$ cat src/rtl/if_stage.sv
// Instruction fetch stage: PC register, halt/redirect FSM and IF/ID buffer.
// One-edge fetch latency; in_hz freezes PC, buffer and state in place.
module if_stage #(
   parameter logic [15:0] RESET_PC = 16'h0000
) (
   input  logic        CLOCK,
   input  logic        in_rst,
   input  logic        in_hz,
   input  logic        in_pc_src,
   input  logic [15:0] in_br_target,
   input  logic [15:0] in_imem_data,
   output logic [15:0] out_imem_addr,
   output logic [15:0] out_buf,
   output logic [15:0] out_buf_pc,
   output logic        out_buf_valid,
   output logic        out_halt
);

   typedef enum logic {RUN, HALTED} state_t;

   state_t      state_q, state_d;
   logic [15:0] pc_q, pc_d;
   logic [15:0] buf_q, buf_d;
   logic [15:0] buf_pc_q, buf_pc_d;
   logic        buf_valid_q, buf_valid_d;

   always_comb begin
      state_d     = state_q;
      pc_d        = pc_q;
      buf_d       = buf_q;
      buf_pc_d    = buf_pc_q;
      buf_valid_d = buf_valid_q;
      if (in_pc_src) begin
         // Redirect beats stall and also releases a halted fetch.
         pc_d        = in_br_target;
         buf_d       = 16'h0000;
         buf_pc_d    = 16'h0000;
         buf_valid_d = 1'b0;
         state_d     = RUN;
      end else if (in_hz) begin
         state_d = state_q;
      end else if (state_q == RUN) begin
         buf_d       = in_imem_data;
         buf_pc_d    = pc_q;
         buf_valid_d = 1'b1;
         if (in_imem_data[15:12] == 4'b1111) begin
            state_d = HALTED;
         end else begin
            pc_d = pc_q + 16'd1;
         end
      end else begin
         buf_d       = 16'h0000;
         buf_pc_d    = 16'h0000;
         buf_valid_d = 1'b0;
      end
   end

   always_ff @(posedge CLOCK) begin
      if (in_rst) begin
         state_q     <= RUN;
         pc_q        <= RESET_PC;
         buf_q       <= 16'h0000;
         buf_pc_q    <= 16'h0000;
         buf_valid_q <= 1'b0;
      end else begin
         state_q     <= state_d;
         pc_q        <= pc_d;
         buf_q       <= buf_d;
         buf_pc_q    <= buf_pc_d;
         buf_valid_q <= buf_valid_d;
      end
   end

   assign out_imem_addr = pc_q;
   assign out_buf       = buf_q;
   assign out_buf_pc    = buf_pc_q;
   assign out_buf_valid = buf_valid_q;
   assign out_halt      = (state_q == HALTED);

endmodule

$ cat config.mk
export PLATFORM = sky130hd
export DESIGN_NAME = if_stage
export DESIGN_NICKNAME = d
export VERILOG_FILES = /design/src/rtl/if_stage.sv
export SDC_FILE = /design/constraint.sdc
export NUM_CORES = 1
export LEC_CHECK = 0
export CORE_ASPECT_RATIO = 1.4
export CORE_UTILIZATION = 25
export CTS_BUF_LIST = sky130_fd_sc_hd__clkbuf_4 sky130_fd_sc_hd__clkbuf_8
export DETAILED_ROUTE_END_ITERATION = 16
export GPL_TIMING_DRIVEN = 0
export PLACE_DENSITY = 0.61
export SYNTH_ARGS = -nofsm -noshare
export SYNTH_HDL_FRONTEND = slang
export SYNTH_SLANG_ARGS = --single-unit
$ cat constraint.sdc
create_clock -name CLOCK -period 2.1 [get_ports CLOCK]
set_clock_uncertainty 0.05 [all_clocks]
set_input_delay 0.315 -clock CLOCK [delete_from_list [all_inputs] [get_ports CLOCK]]
set_output_delay 0.315 -clock CLOCK [all_outputs]
set_load 0.05 [all_outputs]
Yosys cells after proc, flatten, opt, wreduce, memory -nomap -nowiden:

Cells that the tools add are included.

* logic and storage cells: 21
* flip-flop bits (word level): 50
* input port bits: 36
* output and inout port bits: 50

* equal/unequal tests: 4
* mux-type cells: 9
* reductions and logical operators: 2
* add/sub/neg operators: 1

Operators with widths (count)
* $mux W16: 6
* $add A16 B1 Y16 const B: 1
* $eq A4 B4 Y1 const B: 1
* $ne A2 B2 Y1 const B: 2
* $mux W1: 3
* $reduce_and A3 Y1: 1
* $ne A2 B1 Y1 const B: 1
* $reduce_or A2 Y1: 1

Depth between registers and ports, before layout:

Gate-level depths: netlist (run 1).

* word-level depth: 5
* gate-level depth with buffers: 6
* gate-level depth less buffers: 5

Least setup slack after synthesis (run 1):

OpenSTA, ideal clock, no wires.

* path type: register to register
* start: register pc_q[4] (netlist: out_imem_addr[4])
* end: register pc_q[11] (netlist: out_imem_addr[11])
* stages on the path, launching flop included: 5
* setup time: 91 ps
* period minus slack after synthesis: 1897 ps
* setup slack: 203 ps
* path buffers: 0
* required time: 1959 ps
* arrival time: 1756 ps
* cell sequence: dfxtp_1 and4_1 nand4_4 or3_1 a311oi_1

* cells in the longest elaborated chain, start to end: 5

RTL lines
* from (decl): line 22 `logic [15:0] pc_q, pc_d;`
* from (signal assigned): line 67 `pc_q <= pc_d;`
* $add A16 B1 Y16: line 49 `pc_d = pc_q + 16'd1;`
* $mux W16: line 46 `if (in_imem_data[15:12] == 4'b1111) begin`
* $mux W16: line 42 `end else if (state_q == RUN) begin`
* $mux W16: line 40 `end else if (in_hz) begin`
* $mux W16: line 33 `if (in_pc_src) begin`

No other way between the ends. The select of a mux whose other input is x is not followed.
A chain may end at the register's enable or synchronous reset.

Final worst setup path (run 1):

* start: register pc_q[9] (netlist: out_imem_addr[9])
* end: output port out_imem_addr[9]

RTL lines
* to (decl): line 12 `output logic [15:0] out_imem_addr,`

No word-level cell between the ends.

==> impl_metrics.tcl, run 1 <==
set metrics [dict create \
    worst-path-buf-inv 1 \
    root_buffer "clkbuf_8" \
    slew_viol_final 0 \
    power.static_leakage_nw 1.112 \
    fin_setup_tns_ns 0 \
    antenna_found_initial 0 \
    final_cell_mix "82 x clkdlybuf4s50_1, 52 x nor2_1, 50 x dfxtp_1, 32 x a22oi_1, 16 x clkbuf_1" \
    worstMarginPinSlew_ns 0.6861 \
    yosys.area_share.simple 0.2279 \
    synth_xor_area_frac 0.03860 \
    cts.sink_count 50 \
    cts_inserted_buffers 5 \
    wire_per_inst_um 14.40 \
    slew-limit-headroom 0.5409 \
    synth_nets 265 \
    max_freq_mhz 486.9 \
    synth_fa_ha_area_frac 0.006127 \
    synth_edf_count 0 \
    grt-ovfl-total 0 \
    grt_max_degree 16 \
    die_h_um 108.9 \
    syn_area_sq_um 2042 \
    rsz0062_at_grt "false" \
    drt_iter0_drc 64 \
    initial_core_util 0.2603 \
    syn_area_per_cell_sq_um 8.956 \
    powerDensity_nw_per_um2 655.9 \
    critPathSlowestCell "clkdlybuf4s50_1" \
    ys_warn_count 0 \
    synth_compound_area_frac 0.1869 \
    ant_nets 0 \
    ir_drop_mv 0.2407 \
    synthArstFlopShare 0 \
    grt.total_usage 0.1447 \
    dieArea_sq_um 8538 \
    layout_commonest_cell "clkdlybuf4s50_1" \
    die_x_um 78.38 \
    drcViolationCount 0 \
    antenna_cells 0 \
    yosysSeqAreaShare 0.4902 \
    dpl.hpwl_mm 4.521 \
    synthCells 228 \
    grt_pass1_vias 1885 \
    ys_seq_elements 50 \
    hold_viol 0 \
    finalWirelength_mm 6.019 \
    cap_viol_max_count 0 \
    area_delta_synth_final_pct 50.98 \
    ys.flop_type "dfxtp_1" \
    via_count 1997 \
    final-setup-viol-count 0 \
    worstPathArrival_ns 1.69 \
    critical_path_class "flip-flop to output port" \
    clock_latency_ns 0.30 \
    htree_levels 2 \
    status "finished clean" \
    gp_congestion 0.7840 \
    muxShareOfSynthArea 0.009804 \
    rows 38 \
    drive_gt1_frac 0.03459 \
    period_minus_slack_ns 2.054 \
    fp.coreArea_sq_um 7845 \
    critPathMaxFanout 7 \
    hp-class "primary input to flip-flop" \
    slowest_delay_ns 0.87 \
    cts_tree "yes" \
    ys_types 30 \
    dr.pass1.iters 4 \
    cts.clk_slew.worst_paths_ns 0.10 \
    io_pins 86 \
    min_period_over_period 0.9779 \
    place.port_buffers 83 \
    end_kind "output port" \
    worstSetupStartpointType "flip-flop" \
    nets 355 \
    crit_family "buffers and inverters" \
    holdWs_ns 0.2717 \
    synth_top_family_by_area "simple AND/OR/NAND/NOR gates" \
    path_cells "clkdlybuf4s50_1" \
    grt_first_pass_wirelength_mm 9.515 \
    via_per_inst 4.778 \
    clk_path_buf_depth 2 \
    cp.required_ns 1.74 \
]
==> kinds of logic after synthesis <==
kind of cell    count (synthesis)
fa+ha+maj                       1
buf+inv                        19
simple gates                   95
flops                          50
mux                             2
compound gates                 52
xor+xnor                        9
==> power by group <==
| group | leakage [nW] | switching, mW | internal, mW |
|---|---|---|---|
| logic | 0.659 | 0.258 | 0.174 |
| clock network | 0.0444 | 0.323 | 0.231 |
| registers | 0.409 | 0.0485 | 0.988 |
| total | 1.11 | 0.629 | 1.39 |
==> final cells by class <==
type,count,area (sq um)
fillers,829,4762
flip-flops and latches,50,1001
multi-input cells,159,958.4
repair buffers,83,833.3
well taps,100,125.1
plain buffers,18,78.83
clock buffers,5,68.82
clock inverters,2,13.76
inverters,1,3.754
==> synth_stat cells (2+ instances only) <==
library cell  number  area share
a211oi_1           9       0.033
a21oi_1            4      0.0098
a22oi_1           32        0.12
a311oi_1           3       0.013
and3_1             6       0.018
and4_1             2      0.0086
clkbuf_1          16       0.029
dfxtp_1           50        0.49
mux2i_1            2      0.0098
nand2_1            7       0.013
nand3_1            7       0.017
nand4_1            7       0.021
nor2_1            52       0.096
nor3b_1            2      0.0074
nor4_1             2      0.0061
o21ai_1            2      0.0049
or2_1              2      0.0061
or3_1              4       0.012
xor2_1             8       0.034
==> sequential cells by signal, indices dropped and copies added (netlist names) <==
signal,flops
out_buf_valid,1
out_buf_pc,16
out_imem_addr,16
out_buf,16
out_halt,1
==> routing by layer <==
layer  vias to the layer above  global-route usage  share of wire
li1                       1005                   -              -
met1                       936              0.1730           0.45
met2                        52              0.2588           0.50
met3                         4             0.02678          0.038
met4                         0             0.04762         0.0085
met5                         -                   0              0
==> path summary, 6_finish.rpt <==
path	startpoint	to	slack [ns]	cells after the start
worst min register to register	out_buf_valid	out_buf_valid	0.46	2
worst max-delay path	out_imem_addr[9]	out_imem_addr[9]	0.05	1
worst min-delay path	in_hz	out_buf[13]	0.27	3
worst max register to register	out_halt	out_buf_pc[3]	0.39	4
==> stage by stage <==
step	total power, mW	cells	instance area (sq um)	setup slack (ns)	utilization
2_1_floorplan	1.304	228	2042	0.2031	-
3_3_place_gp	1.489	411	2998	-0.1111	0.3821
3_5_place_dp	1.494	411	2998	-0.1081	0.3821
4_1_cts	2.051	418	3080	0.03925	0.3927
5_1_grt	2.115	418	3083	0.004840	0.3930
6_report	2.022	418	3083	0.04632	0.3930
==> what timing repair did <==
item,4_1_cts,5_1_grt
hold buffers,0,0
endpoints found under the hold margin,0,0
gates resized for setup,0,1
buffers inserted,0,0
endpoints found under the setup margin,0,1
(Power assumes the default switching activity.)
==> run 2, diff against run 1 <==
--- a/config.mk
+++ b/config.mk
@@ -5,6 +5,7 @@
 export SDC_FILE = /design/constraint.sdc
 export NUM_CORES = 1
 export LEC_CHECK = 0
+export CAP_MARGIN = 20
 export CORE_ASPECT_RATIO = 1.4
 export CORE_UTILIZATION = 25
 export CTS_BUF_LIST = sky130_fd_sc_hd__clkbuf_4 sky130_fd_sc_hd__clkbuf_8
==> constraint.sdc (replaced) <==
create_clock -name CLOCK -period 2.1 [get_ports CLOCK]
set_clock_uncertainty 0.05 [all_clocks]
set_input_delay 0.63 -clock CLOCK [delete_from_list [all_inputs] [get_ports CLOCK]]
set_output_delay 0.63 -clock CLOCK [all_outputs]
set_load 0.05 [all_outputs]
==> impl_metrics.tcl, run 2 (synthesized netlist as in run 1, its figures left out) <==
set metrics [dict create \
    initial_core_util 0.2603 \
    grt_max_degree 16 \
    antenna_cells 0 \
    clock_latency_ns 0.30 \
    worstMarginPinSlew_ns 0.6772 \
    slew_viol_final 0 \
    worstSetupStartpointType "flip-flop" \
    gp_congestion 0.7840 \
    critical_path_class "flip-flop to output port" \
    min_period_over_period 0.9742 \
    grt.total_usage 0.1462 \
    multiInputGateArea_sq_um 958.4 \
    crit_family "buffers and inverters" \
    ant_nets 0 \
    nets 355 \
    pre_cts_slack_ns -0.4231 \
    critPathMaxFanout 7 \
    layout_commonest_cell "nor2_1" \
    dr.pass1.iters 4 \
    hold_viol 0 \
    drive_gt1_frac 0.04088 \
    place.port_buffers 83 \
    timing.final.ws_setup_ns 0.05427 \
    dieArea_sq_um 8538 \
    htree_levels 2 \
    ctsHoldBuffers 0 \
    path_cells "clkdlybuf4s15_1" \
    cts_inserted_buffers 5 \
    finalPower_mw 1.996 \
    via_count 2011 \
    hp-class "flip-flop to flip-flop" \
    fin_cells 418 \
    period_minus_slack_ns 2.046 \
    cts.sink_count 50 \
    antenna_found_initial 0 \
    min_path_cells 2 \
    cts.clk_slew.worst_paths_ns 0.10 \
    drcViolationCount 0 \
    critPathSlowestCell "clkdlybuf4s15_1" \
    fillCellCount 852 \
    r2r_end "out_imem_addr[15]" \
    clk_path_buf_depth 2 \
    power.static_leakage_nw 1.302 \
    min_to "out_buf[12]" \
    slowest_delay_ns 0.56 \
    final-setup-viol-count 0 \
    io_pins 86 \
    via_per_inst 4.811 \
    dpl.hpwl_mm 4.521 \
    final_cell_mix "52 x nor2_1, 50 x dfxtp_1, 48 x dlygate4sd2_1, 33 x clkdlybuf4s50_1, 32 x a22oi_1" \
    worst_r2r_path_depth 5 \
    ff_latch_area_sq_um 1001 \
    wire_per_inst_um 14.47 \
    root_buffer "clkbuf_8" \
    grt_first_pass_wirelength_mm 9.604 \
    slew-limit-headroom 0.5469 \
    end_kind "output port" \
    worstPathArrival_ns 1.37 \
    ff2ff_setup_slack_ns 0.39 \
    worst-path-buf-inv 1 \
    status "finished clean" \
    grt_pass1_vias 1894 \
    hold_start "out_buf[12]" \
    powerDensity_nw_per_um2 661.1 \
    grt-ovfl-total 0 \
    ir_drop_mv 0.2418 \
    cts_tree "yes" \
    max_freq_mhz 488.8 \
    rsz0062_at_grt "false" \
    die_h_um 108.9 \
    cap_viol_max_count 0 \
    post-place-cells 411 \
    die_x_um 78.38 \
    drt_iter0_drc 72 \
    area_delta_synth_final_pct 47.86 \
    r2r_start "out_imem_addr[2]" \
    finalWirelength_mm 6.047 \
    rows 38 \
    cp.required_ns 1.42 \
    fp.coreArea_sq_um 7845 \
]
==> run 2: cell count changes in the layout (fill, tap and decap cells not counted) <==
cell | previous run | this run
clkbuf_2 | 0 | 1
dlygate4sd2_1 | 0 | 48
buf_4 | 1 | 2
dlymetal6s2s_1 | 1 | 0
clkdlybuf4s15_1 | 0 | 1
clkbuf_1 | 16 | 15
clkdlybuf4s50_1 | 82 | 33
==> run 2: power breakdown <==
group	internal, mW	total (mW)	switching (mW)
logic	0.148	0.406	0.258
registers	0.988	1.04	0.0472
clock network	0.231	0.555	0.324
total	1.37	2.00	0.629
==> run 2: metal layers <==
layer	share of wire	GRT usage	wire (um)
met1	0.44	0.1751	2672
met4	0.0088	0.04762	53
met2	0.50	0.2619	3033
met3	0.048	0.02678	288
met5	0	0	0
==> run 2: metrics by stage <==
step                      hold slack [ns]  instance area, sq um  utilization  setup TNS [ns]
after CTS                          0.4609                  3019       0.3848               0
after global routing               0.4914                  3019       0.3848               0
final                              0.4596                  3019       0.3848               0
after global placement             0.4201                  2998       0.3821          -7.977
after detailed placement           0.4415                  2998       0.3821          -8.538
after floorplan                    0.6639                  2042            -               0
==> run 2: area by class of cell <==
type,count,share of cell area
repair buffers,83,0.2536
clock buffers,5,0.02279
plain buffers,18,0.02735
inverters,1,0.001243
well taps,100,0.04144
flip-flops and latches,50,0.3315
clock inverters,2,0.004559
multi-input cells,159,0.3174
==> run 2: what timing repair did <==
action                                  in CTS  in global routing
pin swaps                                    0                  1
setup buffers                                0                  0
endpoints found under the setup margin      52                  5
gates resized for setup                     51                  6
==> run 2: how the worst max path moves through the flow <==
stage | from | end | depth (start not counted) | slack [ns]
detailed placement | in_imem_data[13] | out_imem_addr[12] | 6 | -0.42
global route | out_imem_addr[9] | out_imem_addr[9] | 1 | 0.008
finish | out_imem_addr[9] | out_imem_addr[9] | 1 | 0.05
floorplan | in_hz | out_imem_addr[11] | 6 | 0.17
global placement | in_imem_data[13] | out_imem_addr[10] | 6 | -0.43
CTS | out_imem_addr[10] | out_imem_addr[10] | 1 | 0.02
